**src/rtl/dcache_if.sv**
```systemverilog
// CPU-side and memory-side signals of the MEM-stage data cache.
// The controller takes the slave view; the pipeline/memory environment takes the master view.
interface dcache_if #(
  parameter int data_size = 32,
  parameter int addr_size = 32
);
  logic                 cpu_read;
  logic                 cpu_write;
  logic [addr_size-1:0] cpu_addr;
  logic [data_size-1:0] cpu_wdata;
  logic [data_size-1:0] cpu_rdata;
  logic                 stall;
  logic                 mem_req;
  logic                 mem_we;
  logic [addr_size-1:0] mem_addr;
  logic [data_size-1:0] mem_wdata;
  logic [data_size-1:0] mem_rdata;
  logic                 mem_ready;

  modport slave (
    input  cpu_read, cpu_write, cpu_addr, cpu_wdata, mem_rdata, mem_ready,
    output cpu_rdata, stall, mem_req, mem_we, mem_addr, mem_wdata
  );

  modport master (
    output cpu_read, cpu_write, cpu_addr, cpu_wdata, mem_rdata, mem_ready,
    input  cpu_rdata, stall, mem_req, mem_we, mem_addr, mem_wdata
  );
endinterface

```
**src/rtl/dcache_ctrl.sv**
```systemverilog
// Direct-mapped, write-back, write-allocate data cache controller for the MEM stage.
// Misses stall the pipeline while a victim write-back and/or a line refill run on the memory bus.
module dcache_ctrl #(
  parameter int data_size  = 32,
  parameter int addr_size  = 32,
  parameter int index_bits = 4
) (
  input logic      clk,
  input logic      rst,
  dcache_if.slave  bus
);
  localparam int lines = 1 << index_bits;
  localparam int tag_w = addr_size - index_bits - 2;

  typedef enum logic [1:0] {
    IDLE      = 2'd0,
    WRITEBACK = 2'd1,
    REFILL    = 2'd2
  } state_t;

  state_t                 state, state_nx;
  logic [lines-1:0]       valid, dirty;
  logic [tag_w-1:0]       tag_arr  [lines];
  logic [data_size-1:0]   data_arr [lines];

  logic [index_bits-1:0]  idx;
  logic [tag_w-1:0]       tag;
  logic                   access, hit, store_hit, refill_done;
  logic                   req, we;
  logic [addr_size-1:0]   maddr;
  logic [data_size-1:0]   mwdata;
  logic [1:0]             unused_addr_lo;

  assign idx            = bus.cpu_addr[index_bits+1:2];
  assign tag            = bus.cpu_addr[addr_size-1:index_bits+2];
  assign unused_addr_lo = bus.cpu_addr[1:0];
  assign access         = bus.cpu_read | bus.cpu_write;

  // Lookup only counts in IDLE; during a miss the held address cannot match the line yet.
  assign hit         = (state == IDLE) & access & valid[idx] & (tag_arr[idx] == tag);
  assign store_hit   = hit & bus.cpu_write;
  assign refill_done = (state == REFILL) & bus.mem_ready;

  assign bus.stall     = (state != IDLE) | (access & ~hit);
  assign bus.cpu_rdata = hit ? data_arr[idx] : '0;
  assign bus.mem_req   = req;
  assign bus.mem_we    = we;
  assign bus.mem_addr  = maddr;
  assign bus.mem_wdata = mwdata;

  always_ff @(posedge clk) begin
    if (rst) state <= IDLE;
    else     state <= state_nx;
  end

  always_comb begin
    state_nx = state;
    req      = 1'b0;
    we       = 1'b0;
    maddr    = '0;
    mwdata   = '0;
    case (state)
      IDLE: begin
        if (access && !hit)
          state_nx = (valid[idx] && dirty[idx]) ? WRITEBACK : REFILL;
      end
      WRITEBACK: begin
        req    = 1'b1;
        we     = 1'b1;
        maddr  = {tag_arr[idx], idx, 2'b00};
        mwdata = data_arr[idx];
        if (bus.mem_ready) state_nx = REFILL;
      end
      REFILL: begin
        req   = 1'b1;
        maddr = {tag, idx, 2'b00};
        if (bus.mem_ready) state_nx = IDLE;
      end
      default: state_nx = IDLE;
    endcase
  end

  // Line status bits are the only array state cleared by reset.
  always_ff @(posedge clk) begin
    if (rst) begin
      valid <= '0;
      dirty <= '0;
    end else if (refill_done) begin
      valid[idx] <= 1'b1;
      dirty[idx] <= 1'b0;
    end else if (store_hit) begin
      dirty[idx] <= 1'b1;
    end
  end

  always_ff @(posedge clk) begin
    if (refill_done) begin
      tag_arr[idx]  <= tag;
      data_arr[idx] <= bus.mem_rdata;
    end else if (store_hit) begin
      data_arr[idx] <= bus.cpu_wdata;
    end
  end
endmodule

```
**src/flat_wrapper.sv**
```systemverilog
// flat-port wrapper written by rule: the top's interface ports become plain ports
module dcache_ctrl_flat 
#(
  parameter int data_size  = 32,
  parameter int addr_size  = 32,
  parameter int index_bits = 4
)
  (clk, rst, bus_cpu_read, bus_cpu_write, bus_cpu_addr, bus_cpu_wdata, bus_mem_rdata, bus_mem_ready, bus_cpu_rdata, bus_stall, bus_mem_req, bus_mem_we, bus_mem_addr, bus_mem_wdata);
  dcache_if #(.data_size(data_size), .addr_size(addr_size)) bus_i ();
  input logic clk;
  input logic rst;
  input wire logic [$bits(bus_i.cpu_read)-1:0] bus_cpu_read;
  input wire logic [$bits(bus_i.cpu_write)-1:0] bus_cpu_write;
  input wire logic [$bits(bus_i.cpu_addr)-1:0] bus_cpu_addr;
  input wire logic [$bits(bus_i.cpu_wdata)-1:0] bus_cpu_wdata;
  input wire logic [$bits(bus_i.mem_rdata)-1:0] bus_mem_rdata;
  input wire logic [$bits(bus_i.mem_ready)-1:0] bus_mem_ready;
  output wire logic [$bits(bus_i.cpu_rdata)-1:0] bus_cpu_rdata;
  output wire logic [$bits(bus_i.stall)-1:0] bus_stall;
  output wire logic [$bits(bus_i.mem_req)-1:0] bus_mem_req;
  output wire logic [$bits(bus_i.mem_we)-1:0] bus_mem_we;
  output wire logic [$bits(bus_i.mem_addr)-1:0] bus_mem_addr;
  output wire logic [$bits(bus_i.mem_wdata)-1:0] bus_mem_wdata;
  assign bus_i.cpu_read = bus_cpu_read;
  assign bus_i.cpu_write = bus_cpu_write;
  assign bus_i.cpu_addr = bus_cpu_addr;
  assign bus_i.cpu_wdata = bus_cpu_wdata;
  assign bus_i.mem_rdata = bus_mem_rdata;
  assign bus_i.mem_ready = bus_mem_ready;
  assign bus_cpu_rdata = bus_i.cpu_rdata;
  assign bus_stall = bus_i.stall;
  assign bus_mem_req = bus_i.mem_req;
  assign bus_mem_we = bus_i.mem_we;
  assign bus_mem_addr = bus_i.mem_addr;
  assign bus_mem_wdata = bus_i.mem_wdata;
  dcache_ctrl #(.data_size(data_size), .addr_size(addr_size), .index_bits(index_bits)) u_core (.clk(clk), .rst(rst), .bus(bus_i));
endmodule
```
**config.mk**
```make
export PLATFORM = sky130hd
export DESIGN_NAME = dcache_ctrl_flat
export DESIGN_NICKNAME = d
export VERILOG_FILES = /design/src/rtl/dcache_if.sv /design/src/rtl/dcache_ctrl.sv /design/src/flat_wrapper.sv
export SDC_FILE = /design/constraint.sdc
export NUM_CORES = 1
export LEC_CHECK = 0
export CAP_MARGIN = 20
export CORE_ASPECT_RATIO = 1.2
export CORE_MARGIN = 4
export CORE_UTILIZATION = 48
export CTS_CLUSTER_DIAMETER = 200
export CTS_CLUSTER_SIZE = 40
export DETAILED_ROUTE_END_ITERATION = 8
export PLACE_DENSITY = 0.72
export RECOVER_POWER = 50
export REMOVE_ABC_BUFFERS = 1
export SETUP_SLACK_MARGIN = 0.02
export SKIP_CTS_REPAIR_TIMING = 1
export SLEW_MARGIN = 20
export SYNTH_ARGS = -nofsm -noshare
export SYNTH_HDL_FRONTEND = slang
export SYNTH_SLANG_ARGS = --single-unit
```
**constraint.sdc**
```tcl
create_clock -name clk -period 7.2 [get_ports clk]
set_input_delay 1.08 -clock clk [delete_from_list [all_inputs] [get_ports clk]]
set_output_delay 1.08 -clock clk [all_outputs]
set_load 0.03 [all_outputs]
```
* After elaboration in Yosys (flattened, before gate mapping)
Memory sizes are Yosys's and may differ from the RTL's.
Index checks and enable logic that the tools add are counted.
** Cells by class
- Add/sub/neg operators :: 0
- $mul :: 0
- Divide/modulo/power cells :: 0
- Magnitude comparators :: 2
- Equality and inequality tests :: 6
- Shift-type cells :: 0
- Multiplexer cells :: 24
- Bitwise gates (word level) :: 14
- Reduce and logical (&&, ||, !) cells :: 9
** Operators by type and width (number)
- $mux W32 :: 3
- $pmux W32 S2 :: 1
- $mux W16 :: 2
- $or A16 B16 Y16 :: 2
- $eq A26 B26 Y1 :: 1
- $and A16 B16 Y16 :: 1
- $not A16 Y16 :: 1
- $mux W1 :: 10
- $bmux W1 S4 :: 2
- $mux W2 :: 4
- $and A1 B1 Y1 :: 6
- $ne A2 B2 Y1 const B :: 3
- $pmux W2 S3 :: 1
- $lt A4 B5 Y1 const B :: 1
- $demux W1 S4 :: 1
- $ge A4 B1 Y1 const B :: 1
- $reduce_bool A2 Y1 :: 2
- $logic_and A1 B1 Y1 :: 3
- $or A1 B1 Y1 :: 3
- $reduce_and A3 Y1 :: 1
- $eq A2 B1 Y1 const B :: 1
- $eq A2 B2 Y1 const B :: 1
- $logic_not A2 Y1 :: 1
- $reduce_or A2 Y1 :: 1
- 2 further kinds :: 2
** Storage, ports and cells
- Bits in registers :: 34
- Latch bits :: 0
- Memory bits (writable) :: 928
- ROM bits :: 0
- Input port bits :: 101
- Output and inout port bits :: 99
- Word-level logic and storage cells :: 60
- Memories :: 2
** Memories
- u_core.data_arr :: depth 16, bits a word 32, rd ports 1, clocked after Yosys merged registers in 0, wr ports 1, RTL line dcache_ctrl.sv:24 : logic [data_size-1:0] data_arr [lines];
- u_core.tag_arr :: depth 16, bits a word 26, rd ports 1, clocked after Yosys merged registers in 0, wr ports 1, RTL line dcache_ctrl.sv:23 : logic [tag_w-1:0] tag_arr [lines];

* Logic depth before layout (Yosys ltp)
Gate-level depths: netlist of the first run.
- Word-level depth :: 9
- Mapped depth :: 16

* Worst setup path after synthesis of the first run
Ideal clock, no wire load.
- Path type :: input-to-reg
- From :: input port bus_cpu_addr[3]
- To :: memory u_core.data_arr[14][0], enable pin
- Arrival :: 5905 ps
- Data required time :: 6730 ps
- Path slack :: 825 ps
- Stages on the path :: 12
- Path buffers :: 4
- Cell sequence :: buf_2 buf_2 buf_1 mux4_2 nand2_1 o311ai_1 o41ai_1 o2111ai_1 nor4_4 nand4_4 buf_2 a211oi_1
** On the way
- Longest elaborated chain between the ends :: 9
- Elaborated cells between the ends (all ways) :: 11
- Classes of those cells :: eq/ne (1); mux (5); bitwise (4); memory (1)
** Ends and longest elaborated chain
- start, declared :: RTL line flat_wrapper.sv:14 : input wire logic [$bits(bus_i.cpu_addr)-1:0] bus_cpu_addr;
- branches (longest 9 deep; another with $mem_v2 Z16 W26)
- end, declared :: RTL line dcache_ctrl.sv:24
Several ways; the timed one is not identified. The select of a mux whose other input is x is not followed.

* Worst setup path in the final report of the first run
- From :: input port bus_cpu_addr[25]
- To :: output port bus_cpu_rdata[15]
** On the way
- Longest elaborated chain between the ends :: 3
** Ends and longest elaborated chain
- $eq A26 B26 Y1 :: RTL line dcache_ctrl.sv:40 : assign hit = (state == IDLE) & access & valid[idx] & (tag_arr[idx] == tag);
- $and A1 B1 Y1 :: RTL line dcache_ctrl.sv:40
- $mux W32 :: RTL line dcache_ctrl.sv:45 : assign bus.cpu_rdata = hit ? data_arr[idx] : '0;
- end, declared :: RTL line flat_wrapper.sv:18 : output wire logic [$bits(bus_i.cpu_rdata)-1:0] bus_cpu_rdata;
Every way passes these cells.

==> results of run 1 <==
[synth_stat cells, types with 5 or more instances]
cell / n / share of area [%]
sky130_fd_sc_hd__a41oi_1: 9 / 0.20
sky130_fd_sc_hd__a21boi_0: 9 / 0.17
sky130_fd_sc_hd__xor2_1: 7 / 0.16
sky130_fd_sc_hd__o21ba_2: 5 / 0.13
sky130_fd_sc_hd__xnor2_1: 15 / 0.33
sky130_fd_sc_hd__nor2b_1: 27 / 0.43
sky130_fd_sc_hd__o211ai_1: 8 / 0.15
sky130_fd_sc_hd__clkbuf_1: 55 / 0.52
sky130_fd_sc_hd__and2_1: 74 / 1.2
sky130_fd_sc_hd__buf_2: 16 / 0.20
sky130_fd_sc_hd__mux2_2: 42 / 1.2
sky130_fd_sc_hd__a32oi_1: 6 / 0.13
sky130_fd_sc_hd__inv_1: 13 / 0.12
sky130_fd_sc_hd__mux2_4: 10 / 0.38
sky130_fd_sc_hd__nor3_1: 27 / 0.34
sky130_fd_sc_hd__nand2_1: 64 / 0.61
sky130_fd_sc_hd__buf_4: 5 / 0.095
sky130_fd_sc_hd__o22ai_1: 23 / 0.37
sky130_fd_sc_hd__nor2_1: 65 / 0.62
sky130_fd_sc_hd__a21oi_1: 28 / 0.36
sky130_fd_sc_hd__edfxtp_1: 928 / 71
sky130_fd_sc_hd__buf_6: 14 / 0.40
sky130_fd_sc_hd__mux4_2: 244 / 14
sky130_fd_sc_hd__mux2i_1: 68 / 1.7
sky130_fd_sc_hd__nand3_1: 19 / 0.24
sky130_fd_sc_hd__buf_1: 26 / 0.25
sky130_fd_sc_hd__a22oi_1: 23 / 0.44
sky130_fd_sc_hd__mux2_1: 23 / 0.66
sky130_fd_sc_hd__o21ai_0: 27 / 0.34
sky130_fd_sc_hd__a211oi_1: 9 / 0.17
sky130_fd_sc_hd__dfxtp_1: 34 / 1.7
[cell families after synthesis]
logic type | Yosys count | synth area share [%]
and+or+nand+nor | 307 | 4.07
AOI/OAI and AO/OA | 182 | 3.27
muxes | 387 | 17.9
other | 1 | 0.00951
adders and majority gates | 3 | 0.0952
DFF | 962 | 72.4
buffers and inverters | 133 | 1.74
xor gates and xnor gates | 22 | 0.489
[registers in the layout (all words and copies together), names as in the netlist, named ones only]
name	count
u_core.data_arr	512
u_core.state	2
u_core.tag_arr	416
u_core.valid	16
[where the power goes]
| group | switching (mW) | internal [mW] |
|---|---|---|
| combinational | 0.450 | 0.304 |
| clock | 1.54 | 0.784 |
| sequential | 0.00800 | 6.16 |
| total | 2.00 | 7.25 |
[metrics by stage]
step | instances | setup WS (ns) | utilization [%] | power [mW]
floorplan | 1879 | 0.907 | - | 6.67
global placement | 3188 | 0.911 | 53.1 | 7.05
detailed placement | 3188 | 0.868 | 53.1 | 7.07
CTS | 3240 | 0.863 | 54.1 | 9.31
global route | 3240 | 0.341 | 53.9 | 9.54
finish | 3241 | 0.641 | 53.9 | 9.25
[layout make-up]
class	instances	area, µm²	share of cell area, %
clock inverters	1	30.0	0.0688
repair buffers	265	2480	5.68
diodes	1	2.50	0.00573
multi-input cells	903	10400	23.9
clock buffers	51	808	1.85
inverters	14	55.1	0.126
flip-flops and latches	962	28500	65.4
well taps	1044	1310	2.99
[per-layer routing]
metal	vias to the layer above	wire length [µm]	track usage (%)
met5	-	0	0
met3	110	6230	1.90
met2	884	47100	36.1
li1	8486	-	-
met4	0	2160	4.59
met1	10700	37300	29.6
[worst register-to-register path: stages (launching register included)]
cell                       delay, ns
sky130_fd_sc_hd__dfxtp_1        0.39
sky130_fd_sc_hd__inv_1          0.08
sky130_fd_sc_hd__ha_1           0.21
sky130_fd_sc_hd__buf_4          0.30
sky130_fd_sc_hd__nand2_2        0.11
sky130_fd_sc_hd__clkbuf_1       2.12
sky130_fd_sc_hd__nor2_1         1.52
sky130_fd_sc_hd__clkbuf_1       0.76
[how the worst min path moves through the flow]
stage,start,endpoint,slack [ns],depth (start not counted)
final,register,register,0.49,1
after global routing,u_core.valid[7]$_SDFFE_PP0P_,u_core.valid[7]$_SDFFE_PP0P_,0.52,2
after CTS,u_core.valid[10]$_SDFFE_PP0P_,u_core.valid[10]$_SDFFE_PP0P_,0.49,2
after detailed placement,u_core.valid[10]$_SDFFE_PP0P_,u_core.valid[10]$_SDFFE_PP0P_,0.46,2
after global placement,u_core.valid[11]$_SDFFE_PP0P_,u_core.valid[11]$_SDFFE_PP0P_,0.44,2
after floorplan,u_core.valid[10]$_SDFFE_PP0P_,u_core.valid[10]$_SDFFE_PP0P_,0.43,2
==> flow_summary.html, run 1 <==
<table>
<tr><th>Metric</th><th>Value</th></tr>
<tr><th colspan="2">Run status</th></tr>
<tr><td>Result of the run</td><td>finished, violations left</td></tr>
<tr><td>Violations in the final reports</td><td>capacitance limit, slew limit</td></tr>
<tr><th colspan="2">Power and ir drop</th></tr>
<tr><td>Maximum ir drop on the vdd rail</td><td>0.197 mV</td></tr>
<tr><td>Standby leakage power</td><td>13.4 nW</td></tr>
<tr><td>Power per standard cell area</td><td>212 mW/mm²</td></tr>
<tr><th colspan="2">Layout</th></tr>
<tr><td>Most frequent cells in the layout</td><td>sky130_fd_sc_hd__edfxtp_1 (928), sky130_fd_sc_hd__mux4_2 (244), sky130_fd_sc_hd__clkdlybuf4s50_1 (141), sky130_fd_sc_hd__and2_1 (74), sky130_fd_sc_hd__mux2i_1 (68)</td></tr>
<tr><td>Fraction of layout cells with a size suffix above 1</td><td>19.0%</td></tr>
<tr><td>Fillers</td><td>6222</td></tr>
<tr><td>Most frequent standard cell in the layout excluding fill and tap cells</td><td>sky130_fd_sc_hd__edfxtp_1</td></tr>
<tr><td>Syn-to-layout area delta</td><td>10.7%</td></tr>
<tr><td>Final net count</td><td>2278</td></tr>
<tr><td>Final non-filler cell area</td><td>0.0436 mm²</td></tr>
<tr><th colspan="2">Setup path</th></tr>
<tr><td>Minimum setup slack among reg-to-reg paths</td><td>1.29 ns</td></tr>
<tr><td>Data arrival time of the critical path</td><td>5.48 ns</td></tr>
<tr><td>Origin of the worst setup path</td><td>bus_cpu_addr[25]</td></tr>
<tr><td>Startpoint types</td><td>input port</td></tr>
<tr><td>End point of the critical path</td><td>bus_cpu_rdata[15]</td></tr>
<tr><td>Crit path kind</td><td>in -&gt; out</td></tr>
<tr><td>Endpoint required time on the critical path</td><td>6.12 ns</td></tr>
<tr><td>Worst-path maximum fanout</td><td>45</td></tr>
<tr><td>CP top delay family</td><td>buffers and inverters</td></tr>
<tr><td>WP buf/inv</td><td>5</td></tr>
<tr><td>Path depth of the worst reg2reg path</td><td>7</td></tr>
<tr><td>R2r endpoint</td><td>u_core.tag_arr[10][1]$_DFFE_PP_</td></tr>
<tr><td>Largest stage delay on the critical path</td><td>0.67 ns</td></tr>
<tr><td>Critical Path Slowest Stage Cell</td><td>sky130_fd_sc_hd__clkdlybuf4s50_1</td></tr>
<tr><td>CP Depth</td><td>12</td></tr>
<tr><td>Crit end category</td><td>output pin</td></tr>
<tr><td>Cell breakdown of the critical path</td><td>dlygate4sd3_1 -&gt; clkbuf_1 -&gt; inv_1 -&gt; and3_1 -&gt; o41ai_1 -&gt; o211ai_1 -&gt; or4b_1 -&gt; nor4_4 -&gt; and3_2 -&gt; buf_12 -&gt; and2_1 -&gt; clkdlybuf4s50_1</td></tr>
<tr><td>Startpoint of the worst register-to-register path</td><td>u_core.state[0]$_SDFFE_PP0P_</td></tr>
<tr><th colspan="2">Floorplan</th></tr>
<tr><td>Chip Height</td><td>322 µm</td></tr>
<tr><td>Boundary Pins</td><td>200</td></tr>
<tr><td>Die width</td><td>270 µm</td></tr>
<tr><td>Area of the placeable core</td><td>0.0810 mm²</td></tr>
<tr><td>Total die area</td><td>0.0868 mm²</td></tr>
<tr><td>Standard-cell row count</td><td>114</td></tr>
<tr><td>Starting density of the core</td><td>48.7%</td></tr>
<tr><th colspan="2">CTS</th></tr>
<tr><td>Clock Sinks</td><td>962</td></tr>
<tr><td>Clock H-tree levels</td><td>1</td></tr>
<tr><td>Insertion delay to the later sink of the worst-skew pair</td><td>0.66 ns</td></tr>
<tr><td>CTS tree</td><td>done</td></tr>
<tr><td>Number of buffers between clock root and the deepest sink</td><td>3</td></tr>
<tr><td>CTS clk-pin slew, worst paths</td><td>0.14 ns</td></tr>
<tr><td>Clock root buffer master</td><td>sky130_fd_sc_hd__clkbuf_16</td></tr>
<tr><td>Num CTS Buffers</td><td>28</td></tr>
<tr><th colspan="2">Place</th></tr>
<tr><td>HPWL Detailed</td><td>52.2 mm</td></tr>
<tr><td>Number of port buffers</td><td>195</td></tr>
<tr><td>Placed cell area</td><td>0.0430 mm²</td></tr>
<tr><td>GPL Wtd Cong</td><td>0.835</td></tr>
<tr><th colspan="2">STA</th></tr>
<tr><td>Final worst path period need</td><td>6.56 ns</td></tr>
<tr><td>Post-route fraction of the period consumed by the critical path</td><td>91.1%</td></tr>
<tr><td>Total of endpoints with negative setup slack in the final report</td><td>0</td></tr>
<tr><td>Post-Route Hold Slack</td><td>0.488 ns</td></tr>
<tr><td>Final hold violation count</td><td>0</td></tr>
<tr><td>Setup TNS</td><td>0 ns</td></tr>
<tr><td>Clk_skew</td><td>0.0672 ns</td></tr>
<tr><td>Actual transition at the worst max-transition pin</td><td>2.99 ns</td></tr>
<tr><td>Remaining max-slew budget at the tightest pin</td><td>-99.7%</td></tr>
<tr><td>Max Clock Freq</td><td>152 MHz</td></tr>
<tr><td>Unrepaired setup endpoints after global routing</td><td>no</td></tr>
<tr><td>Max Transition Viols Final</td><td>573</td></tr>
<tr><th colspan="2">Global routing</th></tr>
<tr><td>Via count of the first global-routing pass</td><td>20400</td></tr>
<tr><td>Aggregate global routing overflow</td><td>0</td></tr>
<tr><td>Pin count of the biggest net entering global routing</td><td>107</td></tr>
<tr><td>Global-route wire length before repair</td><td>136 mm</td></tr>
<tr><td>Number of antenna violations at the first check in global routing</td><td>0</td></tr>
<tr><td>Aggregate global-route resource usage</td><td>20.9%</td></tr>
<tr><th colspan="2">Drt</th></tr>
<tr><td>Number of detailed-routing iterations run before antenna repair</td><td>5</td></tr>
<tr><td>Average detailed-routed wire length per instance</td><td>28.6 µm</td></tr>
<tr><td>Remaining antenna violation count after routing</td><td>0</td></tr>
<tr><td>Detailed-route vias per instance</td><td>6.24</td></tr>
<tr><td>DRC violations left</td><td>0</td></tr>
<tr><td>Aggregate routed wire length</td><td>92.7 mm</td></tr>
<tr><td>Overall via count from detail_route</td><td>20200</td></tr>
<tr><td>Initial drt markers</td><td>2229</td></tr>
<tr><th colspan="2">Synthesis</th></tr>
<tr><td>Register bit count reported by yosys</td><td>962</td></tr>
<tr><td>Predominant post-synthesis flop cell</td><td>sky130_fd_sc_hd__edfxtp_1</td></tr>
<tr><td>Gate Count Post-Synth</td><td>1997</td></tr>
<tr><td>Cell Area, Synth</td><td>0.0394 mm²</td></tr>
<tr><td>Synth warnings</td><td>0</td></tr>
<tr><td>Number of distinct standard cells referenced by the synthesized netlist</td><td>74</td></tr>
<tr><td>Share of synthesized flip-flops with an asynchronous set or reset</td><td>0%</td></tr>
<tr><td>Post-synth EDFFs</td><td>928</td></tr>
<tr><td>Post-synthesis average cell area</td><td>19.7 µm²</td></tr>
<tr><td>Part of the Yosys area used for sequential elements</td><td>72.4%</td></tr>
<tr><th colspan="2">Flow run</th></tr>
<tr><td>Number of max-cap violations</td><td>20</td></tr>
<tr><th colspan="2">Worst hold path</th></tr>
<tr><td>Class of the worst hold path</td><td>reg -&gt; reg</td></tr>
</table>
No activity file was read; power rests on OpenSTA's default activity.
==> run 2, diff against run 1 <==
--- a/config.mk
+++ b/config.mk
@@ -5,7 +5,7 @@
 export SDC_FILE = /design/constraint.sdc
 export NUM_CORES = 1
 export LEC_CHECK = 0
-export CAP_MARGIN = 20
+export ABC_CLOCK_PERIOD_IN_PS = 7200
 export CORE_ASPECT_RATIO = 1.2
 export CORE_MARGIN = 4
 export CORE_UTILIZATION = 48
==> results of run 2 <==
Same layout as run 1: the final DEF is identical, and so are final timing and power.
==> run 3, diff against run 2 <==
--- a/config.mk
+++ b/config.mk
@@ -17,7 +17,6 @@
 export REMOVE_ABC_BUFFERS = 1
 export SETUP_SLACK_MARGIN = 0.02
 export SKIP_CTS_REPAIR_TIMING = 1
-export SLEW_MARGIN = 20
 export SYNTH_ARGS = -nofsm -noshare
 export SYNTH_HDL_FRONTEND = slang
 export SYNTH_SLANG_ARGS = --single-unit
==> run 3 against run 2 <==
The run still ends with capacitance limit, slew limit left. Clock skew increased by 0.00082 ns. Critical endpoint is now u_core.data_arr[5][14]$_DFFE_PP_. Register-to-register slack got worse by 0.64 ns. Worst hold slack got worse by 0.00083 ns. Via count increased by 0.18%. Global-route usage about the same. Largest cell class unchanged. Sequential power about the same.
==> flow_summary.html, run 3 (synthesized netlist as in run 1, its figures left out) <==
<table>
<tr><th>Metric</th><th>Value</th></tr>
<tr><th colspan="2">Floorplan</th></tr>
<tr><td>Area of the placeable core</td><td>0.0810 mm²</td></tr>
<tr><td>Die width</td><td>270 µm</td></tr>
<tr><td>Standard-cell row count</td><td>114</td></tr>
<tr><td>Starting density of the core</td><td>48.7%</td></tr>
<tr><td>Boundary Pins</td><td>200</td></tr>
<tr><td>Chip Height</td><td>322 µm</td></tr>
<tr><td>Total die area</td><td>0.0868 mm²</td></tr>
<tr><th colspan="2">Drt</th></tr>
<tr><td>Detailed-route vias per instance</td><td>6.25</td></tr>
<tr><td>Met3 WL post-DR</td><td>6.05 mm</td></tr>
<tr><td>Initial drt markers</td><td>1993</td></tr>
<tr><td>Uppermost layer routed</td><td>met4</td></tr>
<tr><td>Aggregate routed wire length</td><td>92.8 mm</td></tr>
<tr><td>Sum of met2 wire segment lengths after detailed routing</td><td>47.6 mm</td></tr>
<tr><td>Average detailed-routed wire length per instance</td><td>28.7 µm</td></tr>
<tr><td>Remaining antenna violation count after routing</td><td>0</td></tr>
<tr><td>M1 wire length</td><td>37.3 mm</td></tr>
<tr><td>Overall via count from detail_route</td><td>20300</td></tr>
<tr><td>Number of detailed-routing iterations run before antenna repair</td><td>5</td></tr>
<tr><td>DRC violations left</td><td>0</td></tr>
<tr><th colspan="2">Setup path</th></tr>
<tr><td>End point of the critical path</td><td>u_core.data_arr[5][14]$_DFFE_PP_</td></tr>
<tr><td>Startpoint of the worst register-to-register path</td><td>u_core.state[0]$_SDFFE_PP0P_</td></tr>
<tr><td>Endpoint required time on the critical path</td><td>7.55 ns</td></tr>
<tr><td>Data arrival time of the critical path</td><td>6.99 ns</td></tr>
<tr><td>Worst-path maximum fanout</td><td>21</td></tr>
<tr><td>Crit end category</td><td>register</td></tr>
<tr><td>Path depth of the worst reg2reg path</td><td>7</td></tr>
<tr><td>R2r endpoint</td><td>u_core.data_arr[5][14]$_DFFE_PP_</td></tr>
<tr><td>Crit path kind</td><td>in -&gt; reg</td></tr>
<tr><td>Startpoint types</td><td>input port</td></tr>
<tr><td>Origin of the worst setup path</td><td>bus_cpu_addr[25]</td></tr>
<tr><td>Minimum setup slack among reg-to-reg paths</td><td>0.65 ns</td></tr>
<tr><th colspan="2">STA</th></tr>
<tr><td>Final worst-path setup slack</td><td>0.556 ns</td></tr>
<tr><td>Remaining max-slew budget at the tightest pin</td><td>-92.6%</td></tr>
<tr><td>Post-Route Hold Slack</td><td>0.487 ns</td></tr>
<tr><td>Max Clock Freq</td><td>151 MHz</td></tr>
<tr><td>Final worst path period need</td><td>6.64 ns</td></tr>
<tr><td>Setup TNS</td><td>0 ns</td></tr>
<tr><td>Post-route fraction of the period consumed by the critical path</td><td>92.3%</td></tr>
<tr><td>Unrepaired setup endpoints after global routing</td><td>no</td></tr>
<tr><td>Actual transition at the worst max-transition pin</td><td>2.89 ns</td></tr>
<tr><td>Max Transition Viols Final</td><td>525</td></tr>
<tr><td>Clk_skew</td><td>0.0680 ns</td></tr>
<tr><td>Final hold violation count</td><td>0</td></tr>
<tr><td>Total of endpoints with negative setup slack in the final report</td><td>0</td></tr>
<tr><th colspan="2">Global routing</th></tr>
<tr><td>Global-route wire length before repair</td><td>136 mm</td></tr>
<tr><td>Pin count of the biggest net entering global routing</td><td>107</td></tr>
<tr><td>Number of antenna violations at the first check in global routing</td><td>0</td></tr>
<tr><td>Aggregate global routing overflow</td><td>0</td></tr>
<tr><td>Aggregate global-route resource usage</td><td>21.0%</td></tr>
<tr><td>Via count of the first global-routing pass</td><td>20600</td></tr>
<tr><th colspan="2">Power and ir drop</th></tr>
<tr><td>Power per standard cell area</td><td>212 mW/mm²</td></tr>
<tr><td>Post-layout total power</td><td>9.24 mW</td></tr>
<tr><td>Maximum ir drop on the vdd rail</td><td>0.246 mV</td></tr>
<tr><td>Standby leakage power</td><td>13.4 nW</td></tr>
<tr><th colspan="2">Place</th></tr>
<tr><td>GPL Wtd Cong</td><td>0.835</td></tr>
<tr><td>HPWL Detailed</td><td>52.3 mm</td></tr>
<tr><td>Placement-stage worst setup slack</td><td>0.878 ns</td></tr>
<tr><td>Number of port buffers</td><td>195</td></tr>
<tr><th colspan="2">Layout</th></tr>
<tr><td>Register containing the most flip-flops in the final layout</td><td>u_core.data_arr</td></tr>
<tr><td>Largest regs</td><td>u_core.data_arr x512, u_core.tag_arr x416, u_core.valid x16</td></tr>
<tr><td>Sequential cell area</td><td>0.0285 mm²</td></tr>
<tr><td>Number of diodes</td><td>0</td></tr>
<tr><td>Final net count</td><td>2278</td></tr>
<tr><td>Max FFs per register</td><td>512</td></tr>
<tr><td>Syn-to-layout area delta</td><td>10.7%</td></tr>
<tr><td>Multi-input logic area</td><td>0.0104 mm²</td></tr>
<tr><td>Fillers</td><td>6221</td></tr>
<tr><td>Most frequent cells in the layout</td><td>sky130_fd_sc_hd__edfxtp_1 (928), sky130_fd_sc_hd__mux4_2 (244), sky130_fd_sc_hd__clkdlybuf4s50_1 (145), sky130_fd_sc_hd__and2_1 (74), sky130_fd_sc_hd__mux2i_1 (68)</td></tr>
<tr><td>Most frequent standard cell in the layout excluding fill and tap cells</td><td>sky130_fd_sc_hd__edfxtp_1</td></tr>
<tr><td>Fraction of layout cells with a size suffix above 1</td><td>19.1%</td></tr>
<tr><th colspan="2">CTS</th></tr>
<tr><td>Clock root buffer master</td><td>sky130_fd_sc_hd__clkbuf_16</td></tr>
<tr><td>Clock H-tree levels</td><td>1</td></tr>
<tr><td>CTS clk-pin slew, worst paths</td><td>0.14 ns</td></tr>
<tr><td>Clock Sinks</td><td>962</td></tr>
<tr><td>Insertion delay to the later sink of the worst-skew pair</td><td>0.65 ns</td></tr>
<tr><td>CTS tree</td><td>done</td></tr>
<tr><td>Num CTS Buffers</td><td>28</td></tr>
<tr><td>Number of buffers between clock root and the deepest sink</td><td>3</td></tr>
<tr><th colspan="2">Worst hold path</th></tr>
<tr><td>Class of the worst hold path</td><td>reg -&gt; reg</td></tr>
<tr><th colspan="2">Flow run</th></tr>
<tr><td>Number of max-cap violations</td><td>19</td></tr>
<tr><th colspan="2">Run status</th></tr>
<tr><td>Result of the run</td><td>finished, violations left</td></tr>
<tr><td>Violations in the final reports</td><td>capacitance limit, slew limit</td></tr>
</table>
==> run 3: critical path, cell delays in order <==
cell	delay [ns]
sky130_fd_sc_hd__dlygate4sd3_1	0.52
sky130_fd_sc_hd__clkbuf_1	0.63
sky130_fd_sc_hd__inv_1	0.14
sky130_fd_sc_hd__and3_1	0.21
sky130_fd_sc_hd__o41ai_1	0.45
sky130_fd_sc_hd__o211ai_1	0.14
sky130_fd_sc_hd__or4b_1	0.59
sky130_fd_sc_hd__nor4_4	0.33
sky130_fd_sc_hd__nand4_4	0.51
sky130_fd_sc_hd__a21oi_1	1.89
sky130_fd_sc_hd__buf_4	0.47
==> run 3: worst min-delay path by stage <==
stage	startpoint	to	slack, ns	cells after the start
after floorplan	u_core.valid[10]$_SDFFE_PP0P_	u_core.valid[10]$_SDFFE_PP0P_	0.43	2
after global placement	u_core.valid[11]$_SDFFE_PP0P_	u_core.valid[11]$_SDFFE_PP0P_	0.44	2
after detailed placement	u_core.valid[10]$_SDFFE_PP0P_	u_core.valid[10]$_SDFFE_PP0P_	0.46	2
after CTS	u_core.valid[10]$_SDFFE_PP0P_	u_core.valid[10]$_SDFFE_PP0P_	0.49	2
after global routing	register	register	0.51	1
final	register	register	0.49	1
==> run 3: area by class of cell <==
cell class | count | area share [%]
Sequential cell | 962 | 65.4
Tap cell | 1044 | 2.99
Multi-Input combinational cell | 903 | 23.9
Clock inverter | 1 | 0.0688
Inverter | 14 | 0.126
Timing Repair Buffer | 265 | 5.69
Clock buffer | 51 | 1.85
==> run 3: report_power, final <==
group          leakage (nW)  internal (mW)  switching, mW
Combinational          4.43          0.305          0.449
Sequential             8.62           6.16        0.00807
Clock                 0.395          0.784           1.53
==> run 3: per-stage QoR <==
| step | cell area (µm²) | util [%] | cells |
|---|---|---|---|
| after floorplan | 38800 | - | 1879 |
| after global placement | 43000 | 53.1 | 3188 |
| after detailed placement | 43000 | 53.1 | 3188 |
| after CTS | 43800 | 54.1 | 3240 |
| after global routing | 43600 | 53.9 | 3240 |
| final | 43600 | 53.9 | 3240 |
==> run 3: routing by layer <==
metal / track usage (%) / vias up
met2: 36.4 / 887
met3: 1.88 / 102
met4: 4.43 / 0
met1: 29.5 / 10800
li1: - / 8481
met5: 0 / -
